### src/rtl/tff_sweep_ctrl.sv
// Sweeps {a,b,c,d} through minterms 0..15. Each minterm clears an owned T flip-flop,
// lets it toggle from t_in for HOLD cycles, then captures q into a 16-bit response map.
module tff_sweep_ctrl #(
  parameter int HOLD = 1
) (
  input  logic        i_clk,
  input  logic        i_clr_n,
  input  logic        i_start,
  input  logic        i_abort,
  input  logic [15:0] i_exp,
  input  logic        i_t_in,
  output logic [3:0]  o_abcd,
  output logic [3:0]  o_m,
  output logic        o_q,
  output logic        o_busy,
  output logic        o_done,
  output logic [15:0] o_resp,
  output logic        o_pass
);

  if (HOLD < 1 || HOLD > 15) begin : g_bad_hold
    $error("tff_sweep_ctrl: HOLD must be in 1..15");
  end

  localparam logic [3:0] HOLD_M1 = 4'(HOLD - 1);

  typedef enum logic [2:0] {
    S_IDLE,
    S_CLEAR,
    S_TOGGLE,
    S_SAMPLE,
    S_DONE
  } state_t;

  state_t      r_state;
  state_t      w_next;
  logic [3:0]  r_m;
  logic [3:0]  r_abcd;
  logic        r_q;
  logic [3:0]  r_cnt;
  logic [15:0] r_resp;
  logic [15:0] r_exp;
  logic        r_pass;

  logic        w_busy;
  logic        w_abort;
  logic        w_last_tog;
  logic        w_last_m;
  logic [15:0] w_resp_final;

  assign w_busy       = (r_state == S_CLEAR) || (r_state == S_TOGGLE) || (r_state == S_SAMPLE);
  assign w_abort      = i_abort && w_busy;
  assign w_last_tog   = (r_cnt == HOLD_M1);
  assign w_last_m     = (r_m == 4'd15);
  // The final SAMPLE writes bit 15 on the same edge pass is computed, so fold q in directly.
  assign w_resp_final = {r_q, r_resp[14:0]};

  always_ff @(posedge i_clk) begin
    if (!i_clr_n) r_state <= S_IDLE;
    else          r_state <= w_next;
  end

  always_comb begin
    w_next = r_state;
    unique case (r_state)
      S_IDLE:   if (i_start) w_next = S_CLEAR;
      S_CLEAR:  w_next = w_abort ? S_IDLE : S_TOGGLE;
      S_TOGGLE: begin
        if (w_abort)         w_next = S_IDLE;
        else if (w_last_tog) w_next = S_SAMPLE;
      end
      S_SAMPLE: begin
        if (w_abort)       w_next = S_IDLE;
        else if (w_last_m) w_next = S_DONE;
        else               w_next = S_CLEAR;
      end
      S_DONE:   w_next = S_IDLE;
      default:  w_next = S_IDLE;
    endcase
  end

  // An abort suppresses every datapath update on its edge so captured state freezes.
  always_ff @(posedge i_clk) begin
    if (!i_clr_n) begin
      r_m    <= '0;
      r_abcd <= '0;
      r_q    <= 1'b0;
      r_cnt  <= '0;
      r_resp <= '0;
      r_exp  <= '0;
      r_pass <= 1'b0;
    end else begin
      unique case (r_state)
        S_IDLE: begin
          if (i_start) begin
            r_m    <= '0;
            r_abcd <= '0;
            r_resp <= '0;
            r_exp  <= i_exp;
            r_pass <= 1'b0;
          end
        end
        S_CLEAR: begin
          if (!w_abort) begin
            r_q   <= 1'b0;
            r_cnt <= '0;
          end
        end
        S_TOGGLE: begin
          if (!w_abort) begin
            r_q   <= r_q ^ i_t_in;
            r_cnt <= r_cnt + 4'd1;
          end
        end
        S_SAMPLE: begin
          if (!w_abort) begin
            r_resp[r_m] <= r_q;
            if (w_last_m) begin
              r_pass <= (w_resp_final == r_exp);
            end else begin
              r_m    <= r_m + 4'd1;
              r_abcd <= r_m + 4'd1;
            end
          end
        end
        default: ;
      endcase
    end
  end

  assign o_abcd = r_abcd;
  assign o_m    = r_m;
  assign o_q    = r_q;
  assign o_busy = w_busy;
  assign o_done = (r_state == S_DONE);
  assign o_resp = r_resp;
  assign o_pass = r_pass;

endmodule

### config.mk
export PLATFORM = sky130hd
export DESIGN_NAME = tff_sweep_ctrl
export DESIGN_NICKNAME = d
export VERILOG_FILES = /design/src/rtl/tff_sweep_ctrl.sv
export SDC_FILE = /design/constraint.sdc
export NUM_CORES = 1
export LEC_CHECK = 0
export BUFFER_PORTS_ARGS = -buffer_cell sky130_fd_sc_hd__buf_2
export CAP_MARGIN = 10
export CORE_MARGIN = 10
export CORE_UTILIZATION = 30
export CTS_BUF_LIST = sky130_fd_sc_hd__clkbuf_16
export CTS_CLUSTER_SIZE = 30
export DETAILED_ROUTE_END_ITERATION = 12
export HOLD_SLACK_MARGIN = 0.08
export PLACE_DENSITY_LB_ADDON = 0.15
export SETUP_SLACK_MARGIN = 0.2
export SYNTH_ARGS = -nofsm -noshare
export SYNTH_HDL_FRONTEND = slang
export SYNTH_SLANG_ARGS = --single-unit
export TNS_END_PERCENT = 50
### constraint.sdc
create_clock -name i_clk -period 1.7 [get_ports i_clk]
set_input_delay 0.17 -clock i_clk [delete_from_list [all_inputs] [get_ports i_clk]]
set_output_delay 0.17 -clock i_clk [all_outputs]
set_load 0.1 [all_outputs]
==> impl_metrics.sql <==
INSERT INTO impl_metrics (metric_group, metric, value, unit) VALUES
('finish', 'drive_above_1_share', '37.29', '%'),
('placement', 'gpl.final_weighted_congestion', '0.8163', ''),
('placement', 'dp_slack', '0.06689', 'ns'),
('clocking', 'inserted_clock_buffers', '5', ''),
('timing', 'grt_setup_unrepaired', 'yes', ''),
('grt', 'globalRouteOverflowTotal', '0', ''),
('drt', 'dr.pass1.iters', '4', ''),
('die', 'die_width', '107.6', 'um'),
('timing', 'finalWorstSetupSlack', '0.1005', 'ns'),
('critical_path', 'cp.buffers_inverters', '1', ''),
('grt', 'grt_util_met1', '15.80', '%'),
('critical_path', 'crit_chain', 'buf_12 > nor4b_4 > a21oi_2 > or4_4 > a21oi_2', ''),
('critical_path', 'timing.critical_path.mode_cell', 'sky130_fd_sc_hd__a21oi_2', ''),
('drt', 'drt.antenna.violating_nets', '0', ''),
('pwr', 'design_power_total', '2.684', 'mW'),
('clocking', 'root_buffer', 'sky130_fd_sc_hd__clkbuf_16', ''),
('die', 'coreArea', '0.007370', 'sq mm'),
('critical_path', 'required', '1.91', 'ns'),
('finish', 'area.growth.synth_to_final', '37.90', '%'),
('drt', 'via_count', '2240', ''),
('grt', 'grtUsageMet3', '3.234', '%'),
('timing', 'achievable-frequency', '625.2', 'MHz'),
('timing', 'fin_worst_skew', '0.004005', 'ns'),
('timing', 'hold_violations', '0', ''),
('placement', 'post-place-cells', '436', ''),
('clocking', 'clk_pin_slew_worst_paths', '0.07', 'ns'),
('drt', 'drt_iter0_markers', '85', ''),
('yosys', 'synth_area', '0.002301', 'sq mm'),
('yosys', 'synth_flop_cell', 'sky130_fd_sc_hd__dfxtp_1', ''),
('yosys', 'ys_seq_elements', '45', ''),
('clocking', 'numClockSinks', '45', ''),
('finish', 'fin_util', '43.06', '%'),
('drt', 'detail_route.drc_violations', '0', ''),
('critical_path', 'critical_path_peak_fanout', '4', ''),
('yosys', 'synth_edf_count', '0', ''),
('drt', 'post_drt_wl_per_cell', '15.65', 'um'),
('finish', 'num_antenna_cells', '0', ''),
('die', 'floorplan.io_pins', '49', ''),
('yosys', 'synth_async_reset_ratio', '0', '%'),
('finish', 'layout.cell_area.non_filler', '0.003173', 'sq mm'),
('clocking', 'cts.htree.levels', '2', ''),
('pwr', 'power.ir.vdd_worst', '420.3', 'uV'),
('yosys', 'post_synth_num_cell_types', '40', ''),
('pwr', 'pwrdens', '845.8', 'mW/mm^2'),
('clocking', 'cts_tree', 'done', ''),
('clocking', 'latest_clock_arrival_within_the_worst_skew_pair', '0.29', 'ns'),
('finish', 'final_cells', '453', ''),
('min_path', 'holdCritPathClass', 'input port to register', ''),
('die', 'row_count', '31', ''),
('grt', 'first_global_vias', '2191', ''),
('die', 'dieHeight', '107.6', 'um'),
('grt', 'globalRouteTotalUtil', '12.15', '%'),
('critical_path', 'max_stage_delay', '0.53', 'ns'),
('grt', 'antenna_violations_before_repair', '0', ''),
('yosys', 'synth_nets', '318', ''),
('run_status', 'status', 'finished clean', ''),
('flow_run', 'maxCapViolCount', '0', ''),
('placement', 'buffer_ports.inserted', '48', ''),
('pwr', 'power.static_leakage', '1.408', 'nW'),
('timing', 'slew-limit-headroom', '53.44', '%'),
('critical_path', 'critPathCaptureType', 'register', ''),
('timing', 'fin_crit', '1.600', 'ns'),
('placement', 'placement.cell_area', '0.002815', 'sq mm'),
('grt', 'global_route_met2_utilization', '19.04', '%'),
('critical_path', 'cp_data_arrival_time', '1.81', 'ns'),
('timing', 'min_period_over_period', '94.09', '%'),
('critical_path', 'timing.critical_path.from_type', 'register', ''),
('yosys', 'post_synth.cell_area_avg', '7.907', 'sq um'),
('die', 'starting_density_of_the_core', '31.22', '%'),
('yosys', 'synth_sequential_area_ratio', '39.15', '%'),
('finish', 'design.final.nets', '380', '');
-- synth_stat cells (all sizes together), types with 4 or more instances --
master	n	share of area, %
o21ai	26	5.7
a21oi	54	12
nor4b	4	2.2
and2	6	1.6
nor4	5	1.4
dfxtp	45	39
buf	12	3.2
nor2	12	2.0
inv	6	0.98
clkbuf	13	2.1
nand3	6	1.3
ha	6	3.3
nand2	49	8.0
xor2	15	5.7
-- where the power goes --
| group | switching [mW] | internal, mW | total (mW) |
|---|---|---|---|
| registers | 0.0340 | 1.08 | 1.12 |
| logic | 0.279 | 0.180 | 0.459 |
| clock network | 0.418 | 0.691 | 1.11 |
-- final cells by class --
class                           count  area (sq um)
Sequential cell                    45         938.4
Tap cell                           99         123.9
Clock inverter                      3         42.54
Timing Repair Buffer               80         538.0
Fill cell                         772          4197
Multi-Input combinational cell    215          1383
Clock buffer                        5         125.1
Inverter                            6         22.52
-- timing repair --
action | 4_1_cts | 5_1_grt
buffers inserted | 8 | 1
pin swaps | 11 | 9
setup endpoints to repair | 22 | 26
hold buffers | 0 | 0
gates resized for setup | 14 | 26
-- through the flow --
| step | setup TNS [ns] | hold slack, ns |
|---|---|---|
| detailed placement | 0 | 0.4176 |
| global route | 0 | 0.1195 |
| global placement | 0 | 0.4125 |
| floorplan | -0.1443 | 0.2463 |
| finish | 0 | 0.1142 |
| CTS | 0 | 0.1123 |
-- flip-flops by register name, indices dropped and copies added, names as in the netlist --
name and flops:
r_cnt 4, o_resp 16, r_exp 16, r_state 3, o_abcd 4, o_pass 1
o_q 1
-- cell usage in the layout, fill, tap and decap left out, types with 3 or more instances in the layout --
master	count
sky130_fd_sc_hd__a21oi_1	49
sky130_fd_sc_hd__a21oi_2	5
sky130_fd_sc_hd__and2_1	5
sky130_fd_sc_hd__buf_12	3
sky130_fd_sc_hd__buf_2	46
sky130_fd_sc_hd__buf_4	27
sky130_fd_sc_hd__buf_6	4
sky130_fd_sc_hd__clkbuf_16	5
sky130_fd_sc_hd__dfxtp_1	31
sky130_fd_sc_hd__dfxtp_2	6
sky130_fd_sc_hd__dfxtp_4	8
sky130_fd_sc_hd__ha_1	4
sky130_fd_sc_hd__inv_1	5
sky130_fd_sc_hd__nand2_1	48
sky130_fd_sc_hd__nand3_1	6
sky130_fd_sc_hd__nor2_1	9
sky130_fd_sc_hd__nor4_1	5
sky130_fd_sc_hd__nor4b_2	3
sky130_fd_sc_hd__o21ai_0	21
sky130_fd_sc_hd__xnor2_1	3
sky130_fd_sc_hd__xor2_1	15
-- kinds of logic after synthesis --
| family | count (synthesis) | share of synthesized area (%) |
|---|---|---|
| DFF | 45 | 39.15 |
| and+or+nand+nor | 100 | 22.57 |
| AOI/OAI and AO/OA | 88 | 20.50 |
| muxes | 3 | 1.359 |
| buffers and inverters | 31 | 6.308 |
| adders and majority gates | 6 | 3.263 |
| xor gates and xnor gates | 18 | 6.852 |
-- worst paths after layout --
check	from	endpoint	slack, ns	depth (start not counted)
hold / removal	i_exp[6]	r_exp[6]	0.11	3
hold reg to reg	r_exp[14]	r_exp[14]	0.47	2
setup / recovery	r_state[1]	o_resp[15]	0.10	5
setup reg to reg	r_state[1]	o_resp[15]	0.10	5
-- worst min-delay path: cells and delay by family --
kind            cells  cell delay [ns]
compound gates      1             0.05
buf+inv             1             0.09
simple gates        1             0.04
-- routing by layer --
metal / up-vias / wire (um)
met3: 4 / 434
met4: 0 / 78
li1: 1123 / -
met5: - / 0
met1: 1058 / 3303
met2: 55 / 3272
(Power assumes the default switching activity.)
